## src/rtl/lane_serializer.sv

```systemverilog
// lane_serializer: splits one LANES*LANE_W word into LANES beats on a
// valid/ready lane stream, flagging the final lane of each word.
// Optional feature macro: LANE_SERIALIZER_BACK2BACK_EN
//   defined   -> a new word may be accepted on the cycle the last lane leaves
//   undefined -> words are accepted only in IDLE (one bubble per word)
module lane_serializer #(
  parameter int LANES     = 4,
  parameter int LANE_W    = 8,
  parameter int MSB_FIRST = 0
) (
  input  logic                    clk,
  input  logic                    rst,
  input  logic                    in_valid,
  output logic                    in_ready,
  input  logic [LANES*LANE_W-1:0] in_data,
  output logic                    out_valid,
  input  logic                    out_ready,
  output logic [LANE_W-1:0]       out_data,
  output logic                    out_last
);

  localparam int CW = (LANES > 1) ? $clog2(LANES) : 1;
  localparam logic [CW-1:0] LAST_CNT = CW'(LANES - 1);

  typedef enum logic {IDLE, SEND} state_t;

  state_t                  state_q, state_d;
  logic [CW-1:0]           cnt_q, cnt_d;
  logic [LANES*LANE_W-1:0] word_q, word_d;

  // Held word rearranged into transmit order: lanes[k] is the k-th beat.
  logic [LANE_W-1:0] lanes [LANES];

  genvar gi;
  generate
    if (MSB_FIRST != 0) begin : g_msb_first
      for (gi = 0; gi < LANES; gi++) begin : g_lane
        assign lanes[gi] = word_q[(LANES-1-gi)*LANE_W +: LANE_W];
      end
    end else begin : g_lsb_first
      for (gi = 0; gi < LANES; gi++) begin : g_lane
        assign lanes[gi] = word_q[gi*LANE_W +: LANE_W];
      end
    end
  endgenerate

  // A single-lane word needs no counter-driven mux.
  generate
    case (LANES)
      1: begin : g_sel_single
        assign out_data = lanes[0];
      end
      default: begin : g_sel_multi
        assign out_data = lanes[cnt_q];
      end
    endcase
  endgenerate

  assign out_last = (state_q == SEND) && (cnt_q == LAST_CNT);

  // Next-state, lane counter, word capture and handshake outputs.
  always_comb begin
    state_d   = state_q;
    cnt_d     = cnt_q;
    word_d    = word_q;
    in_ready  = 1'b0;
    out_valid = 1'b0;
    case (state_q)
      IDLE: begin
        in_ready = 1'b1;
        if (in_valid) begin
          word_d  = in_data;
          cnt_d   = '0;
          state_d = SEND;
        end
      end
      SEND: begin
        out_valid = 1'b1;
        if (out_ready) begin
          if (cnt_q == LAST_CNT) begin
            state_d = IDLE;
`ifdef LANE_SERIALIZER_BACK2BACK_EN
            // Refill in the same cycle the final lane is consumed.
            in_ready = 1'b1;
            if (in_valid) begin
              word_d  = in_data;
              cnt_d   = '0;
              state_d = SEND;
            end
`endif
          end else begin
            cnt_d = cnt_q + CW'(1);
          end
        end
      end
      default: state_d = IDLE;
    endcase
  end

  // State, counter and held word registers; reset discards any partial word.
  always_ff @(posedge clk) begin
    if (rst) begin
      state_q <= IDLE;
      cnt_q   <= '0;
      word_q  <= '0;
    end else begin
      state_q <= state_d;
      cnt_q   <= cnt_d;
      word_q  <= word_d;
    end
  end

endmodule

```

## config.mk

```make
export PLATFORM = sky130hd
export DESIGN_NAME = lane_serializer
export DESIGN_NICKNAME = d
export VERILOG_FILES = /design/src/rtl/lane_serializer.sv
export SDC_FILE = /design/constraint.sdc
export NUM_CORES = 1
export LEC_CHECK = 0
export CAP_MARGIN = 20
export CORE_AREA = 5 5 67 69
export DETAILED_ROUTE_END_ITERATION = 10
export DIE_AREA = 0 0 72 74
export GPL_ROUTABILITY_DRIVEN = 0
export PLACE_DENSITY = 0.72
export SYNTH_ARGS = -nofsm -noshare
export SYNTH_HDL_FRONTEND = slang
export SYNTH_SLANG_ARGS = --single-unit
```

## constraint.sdc

```tcl
create_clock -name clk -period 1.1 [get_ports clk]
set_input_delay 0.11 -clock clk [delete_from_list [all_inputs] [get_ports clk]]
set_output_delay 0.11 -clock clk [all_outputs]
set_load 0.005 [all_outputs]
```

==> run_results.csv, run 1 <==
group,metric,value,unit
run_status,status,"finished, violations left",
run_status,violations,"setup timing",
setup_path,crit_family,"multiplexers",
logic_synthesis,synth_top_area_cell,"dfxtp_1",
finish,drive_above_1_share,49.2,%
sta,finalHoldViolCount,0,
worst_hold_path,hold_path_end,"word_q[26]",
finish,multi_input_area,965,um2
cts,clk_path_buf_depth,2,
setup_path,cpMostUsedCell,"buf_6",
grt,track_usage,17.2,%
worst_hold_path,min_from,"in_data[26]",
finish,seq_area,712,um2
worst_hold_path,hold_depth,3,
setup_path,worst_r2r_endpoint,"cnt_q[0]",
place,place_ws,-0.514,ns
setup_path,r2r-start,"cnt_q[1]",
pwr,total_power,2990,uW
logic_synthesis,netlist_instances,168,
logic_synthesis,ys_seq_area_share,46.9,%
cts,cts.sinks,35,
place,dpl_cell_area,0.00206,mm2
sta,min_period,1.55,ns
grt,antenna_found_initial,0,
floorplanning,io_pins,47,
sta,finalSetupViolCount,39,
setup_path,end_kind,"output port",
logic_synthesis,synth-seq-cells,35,
logic_synthesis,yosysWarningCount,0,
place,numPortBuffers,46,
logic_synthesis,synth_area_leaders,"dfxtp_1, nand2_1, mux4_2",
logic_synthesis,ys_async_sr_fraction,0,%
route,finalWirelength,4.91,mm
setup_path,worstSetupPathType,"reg -> out",
setup_path,startpoint_type,"flip-flop",
logic_synthesis,netlist_top_cells_count,"nand2_1, dfxtp_1, a21oi_1",
grt,grt_max_degree,36,
setup_path,crit_slowest_cell,"mux4_2",
cts,clk_pin_slew,0.07,ns
cts,cts_made_buffers,5,
sta,fin_skew,0.00630,ns
grt,grt-ovfl-total,0,
setup_path,worstPathArrival,1.44,ns
sta,max_slew.worst_pin.slew,0.234,ns
sta,rsz0062_at_grt,"yes",
cts,hold_buffers,0,
setup_path,r2r_setup_slack,-0.32,ns
route,detailedRoute.firstIterationViolations,77,
floorplanning,rows,23,
route,vias,1516,
sta,slew_viol_final,0,
grt,grt_pass1_vias,1490,
route,drc,0,
logic_synthesis,postSynthAreaPerCell,8.89,um2
finish,fillers,285,
place,dp_hpwl,2.61,mm
floorplanning,die_h,74,um
route,drtPass1Iterations,4,
finish,antennaDiodeCount,0,
worst_hold_path,hold_path.class,"in -> reg",
cts,cts-root-buf,"clkbuf_8",
sta,final.period_utilization,141,%
logic_synthesis,syn_nets,205,
finish,fin_util,69.6,%
setup_path,worstRegToRegCells,6,
route,routedWlPerCell,17.0,um
pwr,leakage,0.00107,uW
logic_synthesis,ys_types,24,
floorplanning,fp.dieW,72,um
logic_synthesis,synth_ff_type,"dfxtp_1",
grt,grt_pass1_wl,6.99,mm
pwr,power_density,1120,mW/mm2
logic_synthesis,synth-edff-count,0,
setup_path,crit_buf_inv,2,
logic_synthesis,yosysMostFrequentCell,"nand2_1",
finish,fin_nets,274,
floorplanning,die_area,0.00533,mm2
route,ant_nets,0,
cts,cts_tree,"done",
sta,max_slew_margin,84.4,%
floorplanning,start_util,38.7,%
floorplanning,coreArea,0.00386,mm2
setup_path,worstPathRequired,0.99,ns
setup_path,worstPathMaxFanout,4,
pwr,vdd_drop_max,0.823,mV
sta,fmax,0.645,GHz
sta,setup_ws,-0.451,ns
finish,syn_to_final_growth,79.6,%
sta,hold_slack,0.378,ns
logic_synthesis,synth_top_area_share,46.9,%
finish,fin_area,0.00268,mm2
setup_path,crit_chain,"buf_6 -> mux4_2 -> buf_6",
route,vias_per_cell,5.26,
setup_path,slowest_delay,0.51,ns
flow_run,drv_cap,0,
cts,htreeDepth,2,
logic_synthesis,synth_area,0.00149,mm2
cts,clk_latency,0.28,ns
-- sequential cells by signal, summed over array words and instances, names as in the netlist --
register / flops
state_q: 1
cnt_q: 2
word_q: 32
-- timing repair --
action,CTS,global route
endpoints found under the setup margin,38,46
gates cloned,3,3
hold endpoints to repair,0,0
buffers inserted,10,5
pin swaps,12,37
resized for setup,87,66
-- how the worst max path moves through the flow --
stage / to / cells after the start / slack (ns) / start
CTS: out_data[5] / 3 / -0.43 / cnt_q[1]
global placement: out_data[4] / 3 / -0.51 / cnt_q[1]
floorplan: cnt_q[0] / 4 / -0.01 / cnt_q[0]
finish: out_data[4] / 3 / -0.45 / cnt_q[1]
global route: out_data[4] / 3 / -0.48 / cnt_q[1]
detailed placement: out_data[4] / 3 / -0.51 / cnt_q[1]
-- worst register-to-register path, stage by stage (launching register included) --
cell      delay (ns)
dfxtp_4         0.37
buf_6           0.13
buf_6           0.11
ha_4            0.15
nand2b_4        0.14
or3_1           0.30
a31oi_1         0.14
-- metal layers --
metal / share of wire, % / GRT usage, %
met3: 6.2 / 5.41
met4: 2.5 / 6.47
met1: 39 / 20.7
met5: 0 / 0
met2: 52 / 29.0
-- power breakdown --
| group | switching [uW] | leakage (uW) | total (uW) | internal (uW) |
|---|---|---|---|---|
| Combinational | 303 | 0.000740 | 707 | 404 |
| Clock | 462 | 0.0000412 | 904 | 442 |
| Sequential | 45.4 | 0.000289 | 1380 | 1330 |
| Total | 810 | 0.00107 | 2990 | 2180 |
-- metrics by stage --
step,setup TNS [ns],std cells
after floorplan,-0.0115,168
after detailed placement,-9.60,264
final,-6.62,288
after global routing,-8.15,288
after CTS,-4.60,283
after global placement,-9.01,264
-- kinds of logic (layout without fill, tap and decap cells) --
family | after synthesis | after routing | share of synthesized area (%)
buf+inv | 15 | 85 | 7.29
flops | 35 | 35 | 46.9
simple gates | 73 | 73 | 19.7
compound gates | 36 | 36 | 13.2
fa+ha+maj | 1 | 1 | 0.837
mux | 8 | 8 | 12.1
-- cell type report --
cell class              count  area share, %
multi-input cells         118           36.0
repair buffers             76           31.9
flip-flops and latches     35           26.5
clock buffers               6           2.71
well taps                  50           2.33
clock inverters             2          0.466
inverters                   1          0.140
-- placed cells by master (no fill, tap or decap), drive strengths merged, types with 2 or more instances in the layout --
master,n
buf,38
nand2b,2
a21oi,33
mux4,8
clkdlybuf4s50,35
dfxtp,35
nand2,65
clkbuf,8
No activity file was read; power rests on OpenSTA's default activity.
==> inputs of run 2 (changes only) <==
--- a/config.mk
+++ b/config.mk
@@ -8,7 +8,8 @@
 export CAP_MARGIN = 20
-export CORE_AREA = 5 5 67 69
+export CORE_AREA = 5 5 65 67
+export CTS_BUF_LIST = sky130_fd_sc_hd__clkbuf_2
 export DETAILED_ROUTE_END_ITERATION = 10
-export DIE_AREA = 0 0 72 74
+export DIE_AREA = 0 0 70 72
 export GPL_ROUTABILITY_DRIVEN = 0
-export PLACE_DENSITY = 0.72
+export PLACE_DENSITY = 0.88
 export SYNTH_ARGS = -nofsm -noshare
--- a/constraint.sdc
+++ b/constraint.sdc
@@ -3,2 +3,2 @@
 set_output_delay 0.11 -clock clk [all_outputs]
-set_load 0.005 [all_outputs]
+set_load 0.02 [all_outputs]
==> run 2 against run 1 <==
Compared with the run above:
- power shrank 10%
- sequential share of layout area up 0.88 points
- largest cell class unchanged
- cell count down 2.1%
- flip-flop and latch count did not move
- clock power down 35%
- the flow still finishes with violations (setup timing)
- highest routed layer unchanged
- count of clock-buffer cells in the layout shrank 1
- global-route usage grew 0.63 points
==> run_results.csv, run 2 (synthesis results as in run 1) <==
group,metric,value,unit
run_status,status,"finished, violations left",
run_status,violations,"setup timing",
sta,fmax,0.585,GHz
grt,grt-ovfl-total,0,
sta,min_period,1.71,ns
setup_path,cpMostUsedCell,"buf_6",
cts,cts_made_buffers,5,
finish,reg_top3,"word_q: 32 flops, cnt_q: 2 flops, state_q: 1 flops",
place,numPortBuffers,46,
sta,rsz0062_at_grt,"yes",
finish,fillers,241,
route,vias_per_cell,5.22,
route,dr_wl_met2,2.39,mm
route,routedWlPerCell,17.2,um
route,finalWirelength,4.86,mm
grt,antenna_found_initial,0,
pwr,power_density,1040,mW/mm2
setup_path,worstPathRequired,0.99,ns
cts,clk_path_buf_depth,2,
worst_hold_path,hold_path.class,"in -> reg",
setup_path,worstSetupPathType,"reg -> out",
finish,final_common_cell,"clkdlybuf4s50_1",
floorplanning,io_pins,47,
route,wl_met1,2.03,mm
cts,cts-root-buf,"clkbuf_2",
finish,multi_input_area,993,um2
route,top_layer,"met4",
route,drc,0,
grt,grt_pass1_wl,6.86,mm
finish,final_cell_mix,"clkdlybuf4s50_1, nand2_1, dfxtp_1",
grt,grt_pass1_vias,1445,
floorplanning,start_util,41.7,%
finish,largest_reg_flops,32,
finish,seq_area,712,um2
sta,slew_viol_final,0,
setup_path,slowest_delay,0.51,ns
sta,fin_skew,0.0163,ns
flow_run,drv_cap,0,
finish,syn_to_final_growth,73.8,%
route,vias,1473,
cts,htreeDepth,2,
floorplanning,coreArea,0.00358,mm2
setup_path,worstPathMaxFanout,4,
setup_path,worstPathArrival,1.60,ns
sta,tns,-9.78,ns
setup_path,startpoint_type,"flip-flop",
pwr,leakage,0.00103,uW
cts,cts.sinks,35,
sta,setup_ws,-0.609,ns
place,dp_hpwl,2.68,mm
finish,fin_nets,270,
finish,antennaDiodeCount,0,
route,drtPass1Iterations,4,
sta,max_slew.worst_pin.slew,0.305,ns
floorplanning,die_area,0.00504,mm2
grt,track_usage,17.8,%
floorplanning,fp.dieW,70,um
sta,finalSetupViolCount,44,
pwr,vdd_drop_max,0.493,mV
sta,finalHoldViolCount,0,
sta,max_slew_margin,79.7,%
route,ant_nets,0,
finish,drive_above_1_share,50.9,%
setup_path,end_kind,"output port",
floorplanning,rows,22,
floorplanning,die_h,72,um
cts,clk_latency,0.40,ns
route,wl_met3,320,um
setup_path,crit_slowest_cell,"mux4_2",
place,place_ws,-0.599,ns
sta,final.period_utilization,155,%
cts,clk_pin_slew,0.19,ns
setup_path,crit_chain,"buf_6 -> mux4_2 -> buf_6",
route,detailedRoute.firstIterationViolations,62,
finish,max_flop_register,"word_q",
grt,grt_max_degree,36,
cts,cts_tree,"done",
sta,hold_slack,0.240,ns
-- run 2: changes by cell type in the layout (fill, tap and decap cells not counted), moves of 2 or more --
| cell | delta |
|---|---|
| nand2_2 | +4 |
| clkbuf_8 | -5 |
| buf_2 | -6 |
| clkinv_1 | +2 |
| nand2_4 | +3 |
| clkbuf_2 | +5 |
| buf_4 | +7 |
| nand2_1 | -7 |
-- run 2: final cells by class --
cell class                      instances  area share, %
Inverter                                1          0.241
Clock inverter                          3          0.578
Multi-Input combinational cell        118           38.3
Clock buffer                            5          0.964
Sequential cell                        35           27.4
Timing Repair Buffer                   72           30.2
Tap cell                               48           2.31
-- run 2: routing by layer --
layer | vias to the layer above | GRT usage [%]
li1 | 695 | -
met1 | 708 | 19.6
met2 | 58 | 29.5
met3 | 12 | 6.93
met4 | 0 | 10.2
met5 | - | 0
-- run 2: critical path, delay by kind of cell, from the launching register on --
| family | cells | cell delay [ns] |
|---|---|---|
| multiplexers | 1 | 0.51 |
| flip-flops | 1 | 0.42 |
| buffers and inverters | 2 | 0.27 |
-- run 2: report_power, final --
| group | internal, uW | switching [uW] |
|---|---|---|
| logic | 391 | 324 |
| registers | 1340 | 56.1 |
| clock network | 141 | 443 |
-- run 2: final timing paths --
kind                             startpoint     endpoint  slack, ns  cells past startpoint
worst max register to register     cnt_q[1]     cnt_q[0]      -0.26                      5
worst max-delay path               cnt_q[1]  out_data[5]      -0.61                      3
worst min register to register   word_q[11]   word_q[11]       0.47                      2
worst min-delay path            in_data[14]   word_q[14]       0.24                      3
-- run 2: per-stage QoR --
stage          utilization (%)  power, uW  cell area (um2)  cells
4_1_cts                   62.9       2520             2250    278
3_5_place_dp              57.0       1880             2040    262
2_1_floorplan                -       1650             1520    168
6_report                  72.6       2690             2600    282
5_1_grt                   72.6       2800             2600    282
3_3_place_gp              57.0       1870             2040    262
-- run 2: timing repair --
item,4_1_cts,5_1_grt
setup buffers,5,2
cloned,3,2
pin swaps,9,37
setup endpoints to repair,46,44
gates resized for setup,87,84
hold buffers,0,0
==> inputs of run 3 (changes only) <==
- CAP_MARGIN: 20 -> 30
- CORE_AREA: 5 5 65 67 -> 5 5 51 86
- DIE_AREA: 0 0 70 72 -> 0 0 56 91
- PLACE_DENSITY: 0.88 -> 0.87
==> run 3 against run 2 <==
Compared with the run above:
- the run still ends with setup timing left
- count of clock-buffer cells in the layout up 1
- cell count did not move
- die area up 1.1%
- wire length grew 6.4%
- critical path type unchanged
- critical endpoint is now out_data[4]
==> run_results.csv, run 3 (synthesis results as in run 1) <==
group,metric,value,unit
finish,max_flop_register,"word_q",
grt,grt_max_degree,36,
sta,final.period_utilization,157,%
grt,antenna_found_initial,0,
floorplanning,rows,29,
setup_path,startpoint_type,"flip-flop",
sta,finalHoldViolCount,0,
route,drtPass1Iterations,4,
grt,track_usage,19.0,%
floorplanning,fp.dieW,56,um
worst_hold_path,hold_path.class,"in -> reg",
pwr,vdd_drop_max,0.854,mV
setup_path,worstSetupPathType,"reg -> out",
place,dp_hpwl,2.78,mm
route,vias,1541,
floorplanning,die_area,0.00510,mm2
place,numPortBuffers,46,
cts,clk_latency,0.40,ns
cts,cts.sinks,35,
cts,clk_pin_slew,0.17,ns
setup_path,end_kind,"output port",
setup_path,worst_r2r_endpoint,"cnt_q[0]",
finish,drive_above_1_share,53.8,%
floorplanning,coreArea,0.00359,mm2
sta,max_slew_margin,83.5,%
finish,stdcell_count,282,
setup_path,worstRegToRegCells,6,
finish,syn_to_final_growth,78.5,%
flow_run,drv_cap,0,
sta,fmax,0.580,GHz
cts,clk_path_buf_depth,2,
run_status,violations,"setup timing",
finish,final_cell_mix,"clkdlybuf4s50_1, nand2_1, a21oi_2, dfxtp_1, nand2_4",
floorplanning,die_h,91,um
route,ant_nets,0,
cts,cts_made_buffers,5,
route,detailedRoute.firstIterationViolations,43,
setup_path,worstPathArrival,1.61,ns
sta,rsz0062_at_grt,"yes",
pwr,power_density,1020,mW/mm2
worst_hold_path,min_from,"in_data[24]",
cts,cts-root-buf,"clkbuf_2",
setup_path,timing.critical_path.from,"cnt_q[1]",
route,vias_per_cell,5.46,
sta,slew_viol_final,0,
finish,fin_nets,272,
grt,grt_pass1_wl,7.60,mm
setup_path,crit_end,"out_data[4]",
finish,final_common_cell,"clkdlybuf4s50_1",
sta,finalSetupViolCount,46,
setup_path,r2r_setup_slack,-0.33,ns
floorplanning,start_util,41.6,%
route,routedWlPerCell,18.3,um
finish,fin_area,0.00267,mm2
grt,grt_pass1_vias,1592,
finish,largest_reg_flops,32,
finish,antennaDiodeCount,0,
place,place_ws,-0.547,ns
sta,max_slew.worst_pin.slew,0.247,ns
cts,hold_buffers,0,
run_status,status,"finished, violations left",
route,finalWirelength,5.17,mm
setup_path,worstPathMaxFanout,7,
sta,hold_slack,0.246,ns
cts,cts_tree,"done",
cts,htreeDepth,2,
place,dpl_cell_area,0.00206,mm2
grt,grt-ovfl-total,0,
setup_path,r2r-start,"cnt_q[1]",
sta,setup_ws,-0.625,ns
sta,tns,-13.20,ns
pwr,leakage,0.00109,uW
sta,fin_skew,0.0181,ns
route,drc,0,
floorplanning,io_pins,47,
finish,reg_top3,"word_q: 32 flops, cnt_q: 2 flops, state_q: 1 flops",
sta,min_period,1.72,ns
place,post-place-cells,260,
setup_path,worstPathRequired,0.99,ns
## run 3: changes by cell type in the layout (fill, tap and decap cells not counted), sizes merged
cell      change
buf           +3
clkinvlp      -1
## run 3: area by class of cell
type	count	area, um2
timing repair buffer	74	806
clock inverter	2	7.51
fill	217	926
sequential	35	709
tap	46	57.6
multi-input combinational	118	1050
inverter	1	6.26
clock buffer	6	30.0
## run 3: how the worst min path moves through the flow
stage	to	slack, ns	cells past startpoint
floorplan	state_q	0.20	1
global placement	word_q[14]	0.44	2
detailed placement	word_q[9]	0.45	2
finish	word_q[24]	0.25	3
CTS	word_q[9]	0.24	3
global route	word_q[24]	0.27	3
## run 3: routing by layer
layer	vias to the layer above	share of wire [%]	global-route usage (%)
li1	700	-	-
met1	762	35	19.7
met2	61	57	35.6
met3	18	4.9	4.11
met4	0	3.2	8.12
met5	-	0	0
## run 3: timing repair
item,in CTS,in global routing
pin swaps,24,40
buffers inserted,11,4
cloned,3,1
gates resized for setup,126,63
setup endpoints to repair,44,46
## run 3: per-stage QoR
step	util (%)	power (uW)
after CTS	69.6	2630
after global placement	57.4	1880
after detailed placement	57.4	1900
after floorplan	-	1650
final	74.2	2730
after global routing	74.2	2830
## run 3: power by group
group / switching, uW / leakage [uW] / internal, uW
clock: 411 / 0.0000281 / 152
combinational: 363 / 0.000771 / 413
sequential: 47.2 / 0.000289 / 1340
## run 3: worst max-delay path, stage by stage, from the launching register on
cell and delay [ns]:
dfxtp_2 0.39, buf_12 0.13, mux4_2 0.54, buf_6 0.16
==> RTL change 1 (flow settings as in run 1) <==
The parameter `MSB_FIRST` goes from 0 to 1.
--- a/src/rtl/lane_serializer.sv
+++ b/src/rtl/lane_serializer.sv
@@ -6,7 +6,7 @@
 module lane_serializer #(
   parameter int LANES     = 4,
   parameter int LANE_W    = 8,
-  parameter int MSB_FIRST = 0
+  parameter int MSB_FIRST = 1
 ) (
   input  logic                    clk,
   input  logic                    rst,
Formal check against the unedited RTL: not equivalent (Yosys sat finds a counterexample within 4 cycles, from zero or initial values and one cycle with rst high).
==> RTL change 1 against run 1 <==
  * Wire length is 3.9% lower
  * Area after synthesis decreased by 0.67%
  * The run still ends with setup timing left
  * Sequential cell count did not move
  * Global-route usage fell by 1.6 points
  * Die area unchanged
  * Count of clock-buffer cells in the layout grew 1
  * Power increased by 5.3%
  * Setup slack lost 12 ps
  * Worst hold slack better by 23 ps
  * Non-clock buffer count shrank 1
  * Cell area is 3.4% higher
  * Sequential share of layout area decreased by 0.95 points
==> RTL change 1: results (changes against run 1) <==
| Metric | Value |
|---|---|
| Total nets after synthesis | 205 (unchanged) |
| Largest cells by area after synthesis | dfxtp_1 (47%), nand2_1 (16%), mux4_2 (11%) |
| Post-DP HPWL | 2550 um (-2.4%) |
| Async SR Flop Fraction | 0% (unchanged) |
| YS warnings | 0 (unchanged) |
| Pre-Repair DR Iteration Count | 4 (unchanged) |
| Fin worst setup slack | -463 ps (-12.3 ps) |
| FILL cells | 280 (-1.8%) |
| Top cells by count, synth | nand2_1 (65), dfxtp_1 (35), a21oi_1 (30) |
| Placed cell area | 2060 sq um (+0.43%) |
| Root Driver | clkbuf_8 |
| GR Util All Layers | 15.6% (-1.6 points) |
| Max stage delay on crit path | 490 ps (-20 ps) |
| DR vias | 1466 (-3.3%) |
| Final setup TNS | -9050 ps (-2430 ps) |
| Distinct cells, synth | 22 (-8.3%) |
| Initial antenna violation count | 0 (unchanged) |
| Clock Latency Late Sink | 280 ps (about the same) |
| Final-stage net count | 273 (-0.36%) |
| # setup viols final | 44 (+13%) |
| H-tree level count | 2 (unchanged) |
| P_leak | 1.14 nW (+6.8%) |
| Failing checks | setup timing |
| Status | finished with violations |
| Share of cells above drive strength 1 | 56.1% (+7.0 points) |
| Worst slack, placed | -527 ps (-13.2 ps) |
| Antenna Cells | 0 (unchanged) |
| Vias in the first global route | 1363 (-8.5%) |
| Part of the Yosys area used for sequential elements | 47.2% (+0.32 points) |
| Crit Path Max Fanout | 6 (+2) |
| Clock Path Buffers | 2 (unchanged) |
| Clk_skew | 5.01 ps (-1.30 ps) |
| WL final | 4720 um (-3.9%) |
| Prevailing post-synth register cell | dfxtp_1 |
| Worst IR drop on VDD | 1.12 mV (+36%) |
| Pint | 0.00233 W (+7.0%) |
| First-pass GRT wire length | 6420 um (-8.2%) |
| DRT iter0 DRCs | 84 (+9.1%) |
| Tightest Pin Transition | 241 ps (+6.78 ps) |
| Max FFs per register | 32 (unchanged) |
==> RTL change 1: cell types whose count changed in the layout (fill, tap and decap cells not counted), moves of 3 or more <==
cell and change:
buf_8 -3, nand2_4 +11, buf_6 -8, buf_4 +3
nand2_1 -13, buf_12 +4
==> RTL change 1: final timing paths <==
check,to,cells past startpoint,start,slack [ps]
worst max-delay path,out_data[3],3,cnt_q[0],-460
worst min-delay path,lanes[26],3,in_data[26],400
worst max register to register,cnt_q[0],6,cnt_q[0],-350
worst min register to register,lanes[0],2,lanes[0],460
==> RTL change 1: timing repair <==
item | CTS | global route
endpoints found under the setup margin | 34 | 46
resized for setup | 92 | 72
cloned | 2 | 4
pin swaps | 24 | 47
buffers inserted | 8 | 5
hold buffers | 0 | 0
==> RTL change 1: cell type report <==
type | count | area [sq um] | area share (%)
Clock buffer | 7 | 96.3 | 3.47
Clock inverter | 1 | 7.51 | 0.271
Inverter | 1 | 6.26 | 0.226
Multi-Input combinational cell | 118 | 1060 | 38.2
Sequential cell | 35 | 709 | 25.6
Tap cell | 50 | 62.6 | 2.26
Timing Repair Buffer | 75 | 831 | 30.0
==> RTL change 1: metrics by stage <==
step,utilization [%],instances
floorplan,-,168
global placement,53.5,263
detailed placement,53.5,263
CTS,63.1,281
global route,71.9,287
finish,71.9,287
==> RTL change 1: cell families after synthesis <==
kind of cell | count (synthesis) | synth area share [%]
and+or+nand+nor | 73 | 19.8
AOI/OAI and AO/OA | 36 | 13.3
DFF | 35 | 47.2
buffers and inverters | 15 | 6.41
muxes | 8 | 12.4
adders and majority gates | 1 | 0.843
==> RTL change 1: worst max-delay path, delay by kind of cell (launching register included) <==
family,cells,cell delay (ps)
buffers and inverters,2,270
DFF,1,420
muxes,1,490
==> RTL change 1: metal layers <==
layer | vias to the layer above | part of all wire [%] | track usage [%]
met5 | - | 0 | 0
met4 | 0 | 1.6 | 4.38
met3 | 7 | 5.3 | 3.51
met2 | 45 | 55 | 27.6
met1 | 715 | 38 | 19.2
li1 | 699 | - | -
==> RTL change 1: power by group through the flow <==
| stage | Clock [W] | Combinational, W | Sequential (W) |
|---|---|---|---|
| global placement | 0 | 0.000450 | 0.00141 |
| CTS | 0.00103 | 0.000592 | 0.00138 |
| global route | 0.00109 | 0.000803 | 0.00139 |
| floorplan | 0 | 0.000219 | 0.00139 |
| detailed placement | 0 | 0.000455 | 0.00141 |
| finish | 0.00101 | 0.000756 | 0.00139 |
==> RTL change 2 (flow settings as in run 1) <==
Made on the original files. `word_q` no longer has a reset.
--- a/src/rtl/lane_serializer.sv
+++ b/src/rtl/lane_serializer.sv
@@ -102,12 +102,14 @@
     if (rst) begin
       state_q <= IDLE;
       cnt_q   <= '0;
-      word_q  <= '0;
     end else begin
       state_q <= state_d;
       cnt_q   <= cnt_d;
-      word_q  <= word_d;
     end
+  end
+
+  always_ff @(posedge clk) begin
+    word_q <= word_d;
   end
 
 endmodule
Check against the original RTL: not equivalent (Yosys sat finds a counterexample within 4 cycles, from zero or initial values and one cycle with rst high).
==> RTL change 2 against run 1 <==
  * Count of clock-buffer cells in the layout did not move
  * Critical endpoint is now out_data[5]
  * Sequential power increased by 13%
  * Area after synthesis fell by 11%
  * Cell count shrank 36%
  * Maximum frequency rose by 0.69%
  * Critical path depth stayed put
  * The run still ends with setup timing left
  * Cell area shrank 21%
  * Power shrank 6.0%
  * Sequential cell count unchanged
  * Setup slack improved by 11 ps
  * Clock skew is 1.2 ps lower
  * Global-route usage decreased by 4.9 points
  * Wire length fell by 39%
  * Combinational power down 48%
  * Largest power group unchanged
==> RTL change 2: results (changes against run 1) <==
| Metric | Value |
|---|---|
| Distinct cells, synth | 21 (-13%) |
| Vias in the first global route | 978 (-34%) |
| DR vias/cell | 4.63 (-12%) |
| Met2 usage | 20.5% (-8.5 points) |
| Part of the Yosys area used for sequential elements | 77.1% (+30 points) |
| Clock Latency Late Sink | 280 ps (about the same) |
| Crit path launch | cnt_q[0] |
| Clock Path Buffers | 2 (unchanged) |
| First-pass GRT wire length | 4790 um (-31%) |
| Placed cell count | 161 (-39%) |
| Pre-Repair DR Iteration Count | 5 (+1) |
| GR Util All Layers | 12.3% (-4.9 points) |
| Failing checks | setup timing |
| Root Driver | clkbuf_8 |
| R2R cell count | 6 (unchanged) |
| # setup viols final | 24 (-38%) |
| Tightest Pin Transition | 227 ps (-7.24 ps) |
| YS warnings | 0 (unchanged) |
| Status | finished with violations |
| CTS Buf Count | 5 (unchanged) |
| Clk slew on worst S/H paths | 70 ps (about the same) |
| Hold path depth | 1 (-2) |
| DRT iter0 DRCs | 22 (-71%) |
| Final-stage net count | 170 (-38%) |
| Setup bufs post-CTS | 11 (+1) |
| Mean Syn Cell Area | 21.4 sq um (+140%) |
| Max stage delay on crit path | 490 ps (-20 ps) |
| Initial antenna violation count | 0 (unchanged) |
| Worst slack, placed | -617 ps (-104 ps) |
| Final setup TNS | -4950 ps (+1670 ps) |
| Clk_skew | 5.06 ps (-1.24 ps) |
| P_leak | 0.762 nW (-29%) |
| H-tree level count | 2 (unchanged) |
| Worst Path Arrival | 1430 ps |
| Crit Path Max Fanout | 5 (+1) |
| Share of cells above drive strength 1 | 41.0% (-8.1 points) |
| Hold path start | in_data[6] |
| Most flop-heavy register | word_q |
| Async SR Flop Fraction | 0% (unchanged) |
| FILL cells | 328 (+15%) |
| Met3 usage | 5.14% (-0.27 points) |
| Fin worst setup slack | -440 ps (+10.6 ps) |
| Antenna Cells | 0 (unchanged) |
| Finished Layout Cells | 184 (-36%) |
| Top cells by count, synth | edfxtp_1 (32), mux4_2 (7), dfxtp_1 (3) |
| Post-CTS sizing | 56 (-36%) |
| Port bufs | 46 (unchanged) |
| Post-DP HPWL | 1990 um (-24%) |
| Post-synth EDFFs | 32 (+32) |
| Grt met1 use | 14.5% (-6.2 points) |
| Largest net degree at the start of global routing | 13 (-64%) |
| WL final | 3000 um (-39%) |
| Largest cells by area after synthesis | edfxtp_1 (73%), mux4_2 (12%), dfxtp_1 (4.5%) |
| Hold/Removal Path Class | in2reg |
| Slowest-stage cell, CP | mux4_2 |
| Worst IR drop on VDD | 1.01 mV (+23%) |
| Total nets after synthesis | 99 (-52%) |
| Largest regs | word_q (32), cnt_q (2), state_q (1) |
-- RTL change 2: cells by family after synthesis --
family | after synthesis | synth area share, %
DFF | 35 | 77.1
and+or+nand+nor | 9 | 3.59
muxes | 8 | 13.9
buffers and inverters | 5 | 2.36
AOI/OAI and AO/OA | 4 | 2.08
adders and majority gates | 1 | 0.945
-- RTL change 2: area by class of cell --
type | count | share of cell area [%]
Sequential cell | 35 | 48.3
Timing Repair Buffer | 67 | 29.9
Multi-Input combinational cell | 22 | 14.5
Clock buffer | 6 | 3.42
Tap cell | 50 | 2.94
Clock inverter | 2 | 0.589
Inverter | 2 | 0.353
-- RTL change 2: critical path, delay by kind of cell (launching register included) --
family / cells / cell delay, ps
flops: 1 / 390
buf+inv: 2 / 270
mux: 1 / 490
-- RTL change 2: path summary, 6_finish.rpt --
kind	slack [ps]	to
setup reg to reg	-370	cnt_q[0]
hold / removal	380	word_q[6]
hold reg to reg	690	cnt_q[1]
setup / recovery	-440	out_data[5]
-- RTL change 2: per-stage QoR --
stage	total power (W)	util (%)	cell area, sq um
6_report	0.00281	55.1	2120
5_1_grt	0.00295	55.1	2120
2_1_floorplan	0.00168	-	1340
3_3_place_gp	0.00190	49.1	1890
4_1_cts	0.00286	55.3	2130
3_5_place_dp	0.00191	49.1	1890
-- RTL change 2: report_power, final --
| part | leakage (nW) | switching (W) | internal (W) |
|---|---|---|---|
| combinational | 0.390 | 0.000125 | 0.000246 |
| clock | 0.0412 | 0.000442 | 0.000442 |
| sequential | 0.330 | 0.0000212 | 0.00154 |
-- RTL change 2: routing by layer --
layer	routed length (um)	up-vias	share of wire, %
met3	206	2	6.9
met5	0	-	0
li1	-	392	-
met4	25	0	0.83
met2	1540	40	51
met1	1230	417	41
